**src/rtl/tx_symbol_scheduler_if.sv**
```systemverilog
// ============================================================================
// Module      : tx_symbol_scheduler_if
// Description : Encoder-side push bus and filter-side symbol bus of the
//               TX symbol scheduler.
// Revision    : 1.0 - initial release
// ============================================================================
`default_nettype none

interface tx_symbol_scheduler_if;
    logic [15:0] in_data;
    logic        in_last;
    logic        in_valid;
    logic        in_ready;
    logic [15:0] sym_out;
    logic        sym_valid;
    logic        busy;
    logic        frame_done;
    logic        underrun;

    modport master (
        output in_data, in_last, in_valid,
        input  in_ready, sym_out, sym_valid, busy, frame_done, underrun
    );

    modport slave (
        input  in_data, in_last, in_valid,
        output in_ready, sym_out, sym_valid, busy, frame_done, underrun
    );
endinterface

`default_nettype wire

```
**src/rtl/tx_symbol_scheduler.sv**
```systemverilog
// ============================================================================
// Module      : tx_symbol_scheduler
// Description : Buffers encoder symbols and emits preamble, data and filter
//               flush symbols on a fixed symbol-rate strobe.
// Revision    : 1.0 - initial release
// ============================================================================
`default_nettype none

module tx_symbol_scheduler #(
    parameter int SPS       = 3,
    parameter int DEPTH     = 4,
    parameter int PRE_LEN   = 8,
    parameter int FLUSH_LEN = 11
) (
    input  wire logic          clk,
    input  wire logic          reset,
    tx_symbol_scheduler_if.slave bus
);

    localparam int               c_AW         = $clog2(DEPTH);
    localparam logic [c_AW-1:0]  c_PTR_ONE    = c_AW'(1);
    localparam logic [c_AW:0]    c_CNT_ONE    = (c_AW+1)'(1);
    localparam logic [c_AW:0]    c_FULL       = (c_AW+1)'(DEPTH);
    localparam logic [3:0]       c_SYM_LAST   = 4'(SPS - 1);
    localparam logic [5:0]       c_PRE_LAST   = 6'(PRE_LEN - 1);
    localparam logic [5:0]       c_FLUSH_LAST = 6'(FLUSH_LEN - 1);

    typedef enum logic [1:0] {
        S_IDLE     = 2'd0,
        S_PREAMBLE = 2'd1,
        S_DATA     = 2'd2,
        S_FLUSH    = 2'd3
    } state_t;

    state_t            state_q,     state_d;
    logic [3:0]        sym_cnt_q,   sym_cnt_d;
    logic [5:0]        pre_cnt_q,   pre_cnt_d;
    logic [5:0]        flush_cnt_q, flush_cnt_d;
    logic [15:0]       sym_out_q,   sym_out_d;
    logic              sym_valid_q, sym_valid_d;
    logic              busy_q,      busy_d;
    logic              frame_done_q, frame_done_d;
    logic              underrun_q,  underrun_d;
    logic              in_ready_q,  in_ready_d;
    logic [c_AW-1:0]   wr_ptr_q,    wr_ptr_d;
    logic [c_AW-1:0]   rd_ptr_q,    rd_ptr_d;
    logic [c_AW:0]     count_q,     count_d;
    logic [16:0]       mem_q [DEPTH];

    logic              w_push;
    logic              w_pop;
    logic              w_empty;
    logic              w_strobe;
    logic [16:0]       w_head;

    assign w_push   = bus.in_valid & in_ready_q;
    assign w_empty  = (count_q == '0);
    assign w_strobe = (state_q != S_IDLE) && (sym_cnt_q == c_SYM_LAST);
    assign w_head   = mem_q[rd_ptr_q];

    always_comb begin
        state_d      = state_q;
        pre_cnt_d    = pre_cnt_q;
        flush_cnt_d  = flush_cnt_q;
        sym_out_d    = sym_out_q;
        sym_valid_d  = 1'b0;
        frame_done_d = 1'b0;
        underrun_d   = underrun_q;
        w_pop        = 1'b0;

        // Counter free-runs through all non-idle states so strobe spacing is
        // unbroken across PREAMBLE/DATA/FLUSH boundaries.
        if (state_q == S_IDLE || w_strobe) begin
            sym_cnt_d = 4'd0;
        end else begin
            sym_cnt_d = sym_cnt_q + 4'd1;
        end

        case (state_q)
            S_IDLE: begin
                if (!w_empty) begin
                    state_d   = S_PREAMBLE;
                    pre_cnt_d = 6'd0;
                end
            end
            S_PREAMBLE: begin
                if (w_strobe) begin
                    sym_valid_d = 1'b1;
                    sym_out_d   = pre_cnt_q[0] ? 16'hFFFF : 16'h0001;
                    pre_cnt_d   = pre_cnt_q + 6'd1;
                    if (pre_cnt_q == c_PRE_LAST) begin
                        state_d = S_DATA;
                    end
                end
            end
            S_DATA: begin
                if (w_strobe) begin
                    sym_valid_d = 1'b1;
                    if (w_empty) begin
                        sym_out_d  = 16'h0000;
                        underrun_d = 1'b1;
                    end else begin
                        w_pop     = 1'b1;
                        sym_out_d = w_head[15:0];
                        if (w_head[16]) begin
                            state_d     = S_FLUSH;
                            flush_cnt_d = 6'd0;
                        end
                    end
                end
            end
            S_FLUSH: begin
                if (w_strobe) begin
                    sym_valid_d = 1'b1;
                    sym_out_d   = 16'h0000;
                    flush_cnt_d = flush_cnt_q + 6'd1;
                    if (flush_cnt_q == c_FLUSH_LAST) begin
                        state_d      = S_IDLE;
                        frame_done_d = 1'b1;
                    end
                end
            end
            default: begin
                state_d = S_IDLE;
            end
        endcase

        busy_d = (state_d != S_IDLE);

        wr_ptr_d = wr_ptr_q;
        rd_ptr_d = rd_ptr_q;
        count_d  = count_q;
        if (w_push) begin
            wr_ptr_d = wr_ptr_q + c_PTR_ONE;
        end
        if (w_pop) begin
            rd_ptr_d = rd_ptr_q + c_PTR_ONE;
        end
        case ({w_push, w_pop})
            2'b10:   count_d = count_q + c_CNT_ONE;
            2'b01:   count_d = count_q - c_CNT_ONE;
            default: count_d = count_q;
        endcase
        in_ready_d = (count_d != c_FULL);
    end

    always_ff @(posedge clk) begin
        if (!reset) begin
            state_q      <= S_IDLE;
            sym_cnt_q    <= 4'd0;
            pre_cnt_q    <= 6'd0;
            flush_cnt_q  <= 6'd0;
            sym_out_q    <= 16'h0000;
            sym_valid_q  <= 1'b0;
            busy_q       <= 1'b0;
            frame_done_q <= 1'b0;
            underrun_q   <= 1'b0;
            in_ready_q   <= 1'b0;
            wr_ptr_q     <= '0;
            rd_ptr_q     <= '0;
            count_q      <= '0;
        end else begin
            state_q      <= state_d;
            sym_cnt_q    <= sym_cnt_d;
            pre_cnt_q    <= pre_cnt_d;
            flush_cnt_q  <= flush_cnt_d;
            sym_out_q    <= sym_out_d;
            sym_valid_q  <= sym_valid_d;
            busy_q       <= busy_d;
            frame_done_q <= frame_done_d;
            underrun_q   <= underrun_d;
            in_ready_q   <= in_ready_d;
            wr_ptr_q     <= wr_ptr_d;
            rd_ptr_q     <= rd_ptr_d;
            count_q      <= count_d;
        end
    end

    // Storage needs no reset: the cleared pointers and count make it invisible.
    always_ff @(posedge clk) begin
        if (w_push) begin
            mem_q[wr_ptr_q] <= {bus.in_last, bus.in_data};
        end
    end

    assign bus.in_ready   = in_ready_q;
    assign bus.sym_out    = sym_out_q;
    assign bus.sym_valid  = sym_valid_q;
    assign bus.busy       = busy_q;
    assign bus.frame_done = frame_done_q;
    assign bus.underrun   = underrun_q;

endmodule

`default_nettype wire

```
**src/flat_wrapper.sv**
```systemverilog
// flat-port wrapper written by rule: the top's interface ports become plain ports
module tx_symbol_scheduler_flat 
#(
    parameter int SPS       = 3,
    parameter int DEPTH     = 4,
    parameter int PRE_LEN   = 8,
    parameter int FLUSH_LEN = 11
)
  (clk, reset, bus_in_data, bus_in_last, bus_in_valid, bus_in_ready, bus_sym_out, bus_sym_valid, bus_busy, bus_frame_done, bus_underrun);
  tx_symbol_scheduler_if bus_i ();
  input  wire logic clk;
  input  wire logic reset;
  input wire logic [$bits(bus_i.in_data)-1:0] bus_in_data;
  input wire logic [$bits(bus_i.in_last)-1:0] bus_in_last;
  input wire logic [$bits(bus_i.in_valid)-1:0] bus_in_valid;
  output wire logic [$bits(bus_i.in_ready)-1:0] bus_in_ready;
  output wire logic [$bits(bus_i.sym_out)-1:0] bus_sym_out;
  output wire logic [$bits(bus_i.sym_valid)-1:0] bus_sym_valid;
  output wire logic [$bits(bus_i.busy)-1:0] bus_busy;
  output wire logic [$bits(bus_i.frame_done)-1:0] bus_frame_done;
  output wire logic [$bits(bus_i.underrun)-1:0] bus_underrun;
  assign bus_i.in_data = bus_in_data;
  assign bus_i.in_last = bus_in_last;
  assign bus_i.in_valid = bus_in_valid;
  assign bus_in_ready = bus_i.in_ready;
  assign bus_sym_out = bus_i.sym_out;
  assign bus_sym_valid = bus_i.sym_valid;
  assign bus_busy = bus_i.busy;
  assign bus_frame_done = bus_i.frame_done;
  assign bus_underrun = bus_i.underrun;
  tx_symbol_scheduler #(.SPS(SPS), .DEPTH(DEPTH), .PRE_LEN(PRE_LEN), .FLUSH_LEN(FLUSH_LEN)) u_core (.clk(clk), .reset(reset), .bus(bus_i));
endmodule
```
**config.mk**
```make
export PLATFORM = sky130hd
export DESIGN_NAME = tx_symbol_scheduler_flat
export DESIGN_NICKNAME = d
export VERILOG_FILES = /design/src/rtl/tx_symbol_scheduler_if.sv /design/src/rtl/tx_symbol_scheduler.sv /design/src/flat_wrapper.sv
export SDC_FILE = /design/constraint.sdc
export NUM_CORES = 1
export LEC_CHECK = 0
export ABC_CLOCK_PERIOD_IN_PS = 2900
export CAP_MARGIN = 20
export CORE_MARGIN = 2
export CORE_UTILIZATION = 57
export DETAILED_ROUTE_END_ITERATION = 12
export PLACE_DENSITY_LB_ADDON = 0.3
export SYNTH_ARGS = -nofsm -noshare
export SYNTH_HDL_FRONTEND = slang
export SYNTH_SLANG_ARGS = --single-unit
```
**constraint.sdc**
```tcl
create_clock -name clk -period 2.9 [get_ports clk]
set_input_delay 0.29 -clock clk [delete_from_list [all_inputs] [get_ports clk]]
set_output_delay 0.29 -clock clk [all_outputs]
set_load 0.05 [all_outputs]
```
# After elaboration in Yosys (flattened, before gate mapping)
# Memory sizes are Yosys's and may differ from the RTL's. A register that Yosys moved wholly into a read port is not among the register bits.
# Index checks and enable logic that the tools add are counted.
[word_totals]
inputBits = 20
mem_bits_rw = 68
memories = 1
rom_bits = 0
latch_bits = 0
regBits = 46
word_cells = 88
out_inout_bits = 21
[op_classes]
order_cmp = 0
div = 0
n_bitwise = 2
mux = 33
n_addsub = 7
shift = 0
n_reduce_logical = 17
eq_ne = 15
mul = 0
[mem_list]
columns = ["memory", "depth", "word_bits", "read_ports", "rd_clocked_by_memory_dff", "wr", "line", "text"]
rows = [
  ["u_core.mem_q", 4, 17, 1, 1, 1, "tx_symbol_scheduler.sv:48", "logic [16:0] mem_q [DEPTH];"],
]
[op_table]
columns = ["operator", "n"]
rows = [
  ["16-bit 2-to-1 mux", 5],
  ["16-bit case mux with 3 select lines", 1],
  ["6-bit 2-to-1 mux", 6],
  ["6-bit case mux with 2 select lines", 2],
  ["2-bit 2-to-1 mux", 10],
  ["6-bit by 1-bit adder with 6-bit output (second input constant)", 2],
  ["3-bit AND reduction", 3],
  ["2-bit by 1-bit inequality test with 1-bit output (second input constant)", 4],
  ["2-bit case mux with 4 select lines", 1],
  ["2-bit nonzero test", 4],
  ["1-bit 2-to-1 mux", 7],
  ["2-bit == test (second input constant)", 3],
  ["6-bit by 3-bit == test with 1-bit output (second input constant)", 1],
  ["6-bit by 4-bit == test with 1-bit output (second input constant)", 1],
  ["3-bit case mux with 2 select lines", 1],
  ["5-bit AND reduction", 1],
  ["2-bit by 1-bit adder with 2-bit output (second input constant)", 2],
  ["4-bit by 1-bit adder with 4-bit output (second input constant)", 1],
  ["2-bit by 1-bit == test with 1-bit output (second input constant)", 2],
  ["4-bit by 2-bit == test with 1-bit output (second input constant)", 1],
  ["2-bit inequality test (second input constant)", 2],
  ["4-bit AND reduction", 1],
  ["3-bit by 1-bit adder with 3-bit output (second input constant)", 1],
  ["3-bit zero test", 1],
  ["11 further kinds", 11],
]

# Logic depth before layout (Yosys ltp)
# Gate-level depths: netlist of run 1.
[logic_depth]
depth_word = 7
mapped_depth = 11

# Least setup slack after synthesis of run 1
# Ideal clock, no wire load.
[synth_path]
path_type = "register -> register"
from = "register u_core.sym_cnt_q[0]"
to = "register u_core.in_ready_q (netlist: u_core.bus.in_ready)"
setup_slack_ns = 0.481
required_time_ns = 2.785
path_buffers = 0
period_less_slack_ns = 2.419
stages_incl_launch_ff = 11
arrival_time_ns = 2.304
cell_sequence = "dfxtp_1 > inv_1 > ha_1 > nor3b_1 > and3_1 > ha_1 > inv_1 > fa_1 > nand2b_1 > mux2_2 > o21a_1"
[synth_via]
elab_chain_len = 7
[synth_lines]
columns = ["item", "line", "text"]
rows = [
  ["start, declared", "tx_symbol_scheduler.sv:36", "logic [3:0] sym_cnt_q, sym_cnt_d;"],
  ["start signal, assigned", "tx_symbol_scheduler.sv:164", "sym_cnt_q <= sym_cnt_d;"],
  ["4-bit by 2-bit == test with 1-bit output (*)", "tx_symbol_scheduler.sv:58", "assign w_strobe = (state_q != S_IDLE) && (sym_cnt_q == c_SYM_LAST);"],
  ["1-bit logical AND (*)", "tx_symbol_scheduler.sv:58", ""],
  ["1-bit 2-to-1 mux (*)", "tx_symbol_scheduler.sv:97", "if (w_strobe) begin"],
  ["1-bit 2-to-1 mux (*)", "tx_symbol_scheduler.sv:79", "case (state_q)"],
  ["net u_core.w_pop", "tx_symbol_scheduler.sv:51", "logic w_pop;"],
  ["2-bit by 1-bit == test with 1-bit output / 2-bit == test (equally long branches)", "tx_symbol_scheduler.sv:139", "case ({w_push, w_pop})"],
  ["3-bit case mux with 2 select lines (*)", "tx_symbol_scheduler.sv:139", ""],
  ["3-bit inequality test (*)", "tx_symbol_scheduler.sv:144", "in_ready_d = (count_d != c_FULL);"],
  ["end signal, assigned", "tx_symbol_scheduler.sv:172", "in_ready_q <= in_ready_d;"],
  ["end, declared", "tx_symbol_scheduler.sv:44", "logic in_ready_q, in_ready_d;"],
]
# The timed path passes the listed nets; every way through them passes the cells marked *.
# A chain may end at the register's enable or synchronous reset.

# Final worst setup path of run 1
# Ends and elaborated chain as after synthesis.

==> results.cfg, run 1 <==
[cells_and_area]
multiInputGateArea_mm2 = 0.00145
antenna_cells = 0
layout-drive-gt1-share_pct = 15.8
num-nets-final = 423
final_cell_mix = 68 x edfxtp_1, 48 x dfxtp_1, 40 x clkdlybuf4s50_1
fillCellCount = 492
area_growth_pct = 24.5
layout_commonest_cell = edfxtp_1
fin_cells = 507
regArea_mm2 = 0.00300

[floorplan]
die_h_um = 93.5
die_area_mm2 = 0.00874
die_w_um = 93.5
start_util_pct = 59.1
ios = 41
core-area_mm2 = 0.00773
rows = 32

[sta]
setup_slack_ns = 0.425
slew_headroom_pct = 51.0
skew_ns = 0.00755
rsz0062_at_grt = false
tightest_slew_ns = 0.728
max_freq_mhz = 404
setup_viol = 0
fin_crit_ns = 2.48
slew_viol_final = 0
fin_tns_setup_ns = 0
period_share_pct = 85.4
finalHoldViolCount = 0

[logic_synthesis]
syn_area_mm2 = 0.00456
synthArstFlopShare_pct = 0
syn_inst = 337
ys_top_cells_by_area = edfxtp_1 45%, dfxtp_1 21%, mux4_2 8.4%
seq_area_frac_synth_pct = 65.8
synthFlopType = edfxtp_1
synth.distinct_cells = 42
syn-num-nets = 368
yosys_warnings = 0
synth-edff-count = 68
synth.largest_area_cell = edfxtp_1
synth_top_cell_area_share_pct = 44.7
syn_area_per_cell_um2 = 13.5
synth-seq-cells = 116

[clocking]
numCtsBuffers = 17
cts.repair.resized = 0
htreeDepth = 4
clk_path_buf_depth = 2
hold_buffers = 0
path_clk_slew_ns = 0.06
clock_latency_ns = 0.51
cts.sinks = 116
cts_tree = done
cts_setup_buffers = 0
cts.root.buffer_cell = clkbuf_8

[worst_setup_path]
critPathRequiredTime_ns = 3.31
arrival_ns = 2.88
end_kind = flip-flop
path_class = reg2reg
cp_max_fo = 4
worstSetupStartpointType = flip-flop

[placement]
gp_congestion = 0.792
dpl_worst_slack_ns = 0.455
dp_cells = 475
port_buffers = 40
hpwl_um = 5540

[global_route]
overflow = 0
grt_use_met1_pct = 28.0
grt_pass1_vias = 3005
grt_max_degree = 22
met3_usage_pct = 7.57
grt_pass1_wl_um = 15100
grt_use_met2_pct = 41.8
antenna_found_initial = 0
grtUsageTotal_pct = 24.0
busiest_layer = met2

[routing]
vias = 2910
wl_per_cell_um = 18.3
drc = 0
ant_nets = 0
drt_first_iter_violations = 198
vias_per_cell = 5.74
wirelength_um = 9290
dr.pass1.iters = 4

[run]
max_cap_violations = 0

[power]
power.leakage_nw = 1.94
p_per_area_mw_per_mm2 = 698
ir_worst_vdd_mv = 0.799

[min_path]
hold_path_class = in2reg

[run_status]
outcome = completed
[path summary, 6_finish.rpt]
path | startpoint | endpoint | slack [ns] | cells after the start
hold reg to reg | u_core.bus.underrun | u_core.bus.underrun | 0.47 | 2
setup reg to reg | u_core.sym_cnt_q[0] | u_core.bus.in_ready | 0.42 | 10
hold / removal | bus_in_data[10] | u_core.mem_q[0][10] | 0.41 | 1
setup / recovery | u_core.sym_cnt_q[0] | u_core.bus.in_ready | 0.42 | 10
[cell type report]
| cell class | count | share of cell area (%) |
|---|---|---|
| flip-flops and latches | 116 | 52.8 |
| multi-input cells | 195 | 25.5 |
| repair buffers | 52 | 8.63 |
| clock buffers | 18 | 7.35 |
| clock inverters | 14 | 2.73 |
| well taps | 102 | 2.25 |
| inverters | 10 | 0.661 |
[state kept, by name, summed over array words and instances, names as in the netlist, named ones only]
name                   flops
u_core.bus.frame_done      1
u_core.bus.sym_valid       1
u_core.bus.underrun        1
u_core.sym_cnt_q           4
u_core.wr_ptr_q            2
u_core.count_q             3
u_core.mem_q              68
u_core.bus.in_ready        1
u_core.rd_ptr_q            2
u_core.flush_cnt_q         6
u_core.bus.sym_out        16
u_core.state_q             2
u_core.pre_cnt_q           6
u_core.bus.busy            1
[report_power, final]
group | total, mW | switching (mW) | internal (mW)
Clock | 1.97 | 0.745 | 1.23
Sequential | 1.80 | 0.0184 | 1.78
Combinational | 0.196 | 0.116 | 0.0802
Total | 3.97 | 0.880 | 3.09
[cells in the mapped netlist, drive strengths merged (2+ instances only)]
master / number
o2111ai: 2
nand2b: 2
nand3: 4
nor2: 20
and3: 7
nand4: 6
dfxtp: 48
ha: 10
a211oi: 2
mux4: 17
nand2: 28
clkbuf: 12
buf: 4
or3: 7
a21oi: 32
edfxtp: 68
inv: 9
o21ai: 26
nor2b: 2
nor4b: 2
xnor2: 5
nor3: 4
xor2: 5
[metrics by stage]
stage | util [%] | cell area [um^2] | hold WS, ns | power (mW)
floorplan | - | 4560 | 0.389 | 1.94
global placement | 66.1 | 5110 | 0.445 | 2.02
detailed placement | 66.1 | 5110 | 0.458 | 2.02
CTS | 73.5 | 5680 | 0.383 | 4.00
global route | 73.5 | 5680 | 0.403 | 4.09
finish | 73.5 | 5680 | 0.409 | 3.97
[metal layers]
metal	routed length (um)	vias to the layer above
met4	107	0
met2	4950	83
met1	3750	1445
met3	489	9
met5	0	-
li1	-	1373
[cells by family after synthesis]
logic type	synth area share [%]
XOR/XNOR	1.92
AO/OA/AOI/OAI	8.09
AND/OR/NAND/NOR	9.98
flip-flops	65.8
multiplexers	8.64
adder cells (fa/ha/maj)	3.18
buffers and inverters	2.39
[worst max-delay path, cell delays in order (launching register included)]
cell and delay [ns]:
dfxtp_1 0.34, inv_1 0.08, ha_1 0.18, nor3b_1 0.27, and3_1 0.28, ha_1 0.20
inv_1 0.06, fa_1 0.49, nand2b_1 0.06, mux2_2 0.26, o21a_1 0.16
Power figures use the tool's default switching activity.
==> run 2, diff against run 1 <==
--- a/config.mk
+++ b/config.mk
@@ -5,6 +5,7 @@
 export SDC_FILE = /design/constraint.sdc
 export NUM_CORES = 1
 export LEC_CHECK = 0
+export ABC_AREA = 0
 export ABC_CLOCK_PERIOD_IN_PS = 2900
 export CAP_MARGIN = 20
 export CORE_MARGIN = 2
==> results of run 2 <==
Same layout as run 1: the final DEF is identical, and so are final timing and power.
==> run 3, diff against run 2 <==
--- a/config.mk
+++ b/config.mk
@@ -6,10 +6,11 @@
 export NUM_CORES = 1
 export LEC_CHECK = 0
 export ABC_AREA = 0
-export ABC_CLOCK_PERIOD_IN_PS = 2900
 export CAP_MARGIN = 20
+export CELL_PAD_IN_SITES_DETAIL_PLACEMENT = 0
+export CELL_PAD_IN_SITES_GLOBAL_PLACEMENT = 1
 export CORE_MARGIN = 2
-export CORE_UTILIZATION = 57
+export CORE_UTILIZATION = 47
 export DETAILED_ROUTE_END_ITERATION = 12
 export PLACE_DENSITY_LB_ADDON = 0.3
 export SYNTH_ARGS = -nofsm -noshare
==> run 3 against run 2 <==
  * Global-route usage down 4.5 points
  * Worst setup slack better by 0.039 ns
  * Total power increased by 0.53%
  * Combinational power barely moved
  * First-iteration DRC count fell by 24%
  * Register-to-register slack better by 0.04 ns
  * Clock skew increased by 0.0018 ns
  * Fmax up 1.6%
  * Highest routed layer unchanged
==> results.cfg, run 3 (same netlist as run 1, synthesis figures left out) <==
[power]
power_mw = 3.99
power.leakage_nw = 1.95
ir_worst_vdd_mv = 0.490
p_per_area_mw_per_mm2 = 697

[clocking]
cts.sinks = 116
cts.root.buffer_cell = clkbuf_8
numCtsBuffers = 17
cts.repair.resized = 0
cts_setup_buffers = 0
clock_latency_ns = 0.50
clk_path_buf_depth = 2
path_clk_slew_ns = 0.06
hold_buffers = 0
cts_tree = done
htreeDepth = 4

[worst_setup_path]
ff2ff_path_depth = 10
critPathRequiredTime_ns = 3.29
r2r_start = u_core.sym_cnt_q[0]
end_kind = flip-flop
r2r_slack_ns = 0.46
worstSetupStartpointType = flip-flop
path_class = reg2reg
cp_max_fo = 4
arrival_ns = 2.83
r2r_end = u_core.bus.in_ready
crit_end = u_core.bus.in_ready
startpoint = u_core.sym_cnt_q[0]

[cells_and_area]
area_growth_pct = 25.4
antenna_cells = 0
largest_reg_flops = 68
final_cell_mix = 68 x edfxtp_1, 48 x dfxtp_1, 40 x clkdlybuf4s50_1
multiInputGateArea_mm2 = 0.00145
final_area_mm2 = 0.00572
num-nets-final = 424
fillCellCount = 744
largest-register = u_core.mem_q
layout_commonest_cell = edfxtp_1
regArea_mm2 = 0.00300
layout-drive-gt1-share_pct = 16.0

[sta]
fin_tns_setup_ns = 0
slew_viol_final = 0
fin_crit_ns = 2.44
hold_slack_ns = 0.417
rsz0062_at_grt = false
period_share_pct = 84.0
setup_viol = 0
tightest_slew_ns = 0.677
slew_headroom_pct = 54.5
finalHoldViolCount = 0
max_freq_mhz = 410
setup_slack_ns = 0.464
skew_ns = 0.00932

[min_path]
hold_path_class = in2reg
min_from = bus_in_data[2]

[routing]
drt_first_iter_violations = 150
wirelength_um = 9220
vias = 2858
wl_per_cell_um = 17.2
drc = 0
dr.pass1.iters = 4
ant_nets = 0
vias_per_cell = 5.34

[floorplan]
rows = 35
die_h_um = 103
ios = 41
die_w_um = 103
start_util_pct = 48.9
core-area_mm2 = 0.00933
die_area_mm2 = 0.0105

[run]
max_cap_violations = 0

[placement]
gp_congestion = 0.831
placed_cell_area_mm2 = 0.00515
port_buffers = 40
dpl_worst_slack_ns = 0.461
hpwl_um = 5620

[global_route]
grt_max_degree = 20
grt_pass1_vias = 2928
grt_pass1_wl_um = 15000
antenna_found_initial = 0
overflow = 0
grtUsageTotal_pct = 19.5

[run_status]
outcome = completed
## run 3: cell count changes in the layout (fill, tap and decap cells not counted)
cell and delta:
clkinv_4 -2, buf_4 +1, clkinvlp_4 -1, inv_6 +2, clkinv_2 +1
## run 3: per-layer routing
metal / track usage (%) / routed length [um] / up-vias
met5: 0 / 0 / -
met4: 6.77 / 121 / 0
met3: 5.63 / 287 / 12
met2: 33.8 / 4880 / 46
met1: 23.4 / 3930 / 1422
li1: - / - / 1378
## run 3: worst max-delay path: stages (launching register included)
cell	delay, ns
dfxtp_1	0.33
inv_1	0.06
ha_1	0.18
nor3b_1	0.25
and3_1	0.28
ha_1	0.21
inv_1	0.06
fa_1	0.47
nand2b_1	0.06
mux2_2	0.26
o21a_1	0.16
## run 3: report_power, final
part	internal (mW)	total (mW)	switching (mW)
registers	1.78	1.80	0.0169
clock network	1.23	2.00	0.765
logic	0.0807	0.196	0.115
## run 3: layout make-up
cell class | instances | share of cell area [%]
clock inverter | 14 | 2.67
multi-input combinational | 195 | 25.4
sequential | 116 | 52.5
timing repair buffer | 53 | 8.70
tap | 129 | 2.82
clock buffer | 18 | 7.30
inverter | 10 | 0.656
## run 3: stage by stage
step | util (%) | instances
3_5_place_dp | 55.2 | 503
5_1_grt | 61.3 | 535
3_3_place_gp | 55.2 | 503
6_report | 61.3 | 535
2_1_floorplan | - | 337
4_1_cts | 61.3 | 535
## run 3: worst min-delay path by stage
stage	endpoint	slack [ns]	cells past startpoint
after floorplan	u_core.mem_q[0][0]	0.39	0
after global placement	u_core.sym_cnt_q[0]	0.44	1
after detailed placement	u_core.bus.underrun	0.46	2
after CTS	u_core.mem_q[0][14]	0.40	1
after global routing	u_core.mem_q[0][2]	0.42	1
final	u_core.mem_q[2][2]	0.42	1
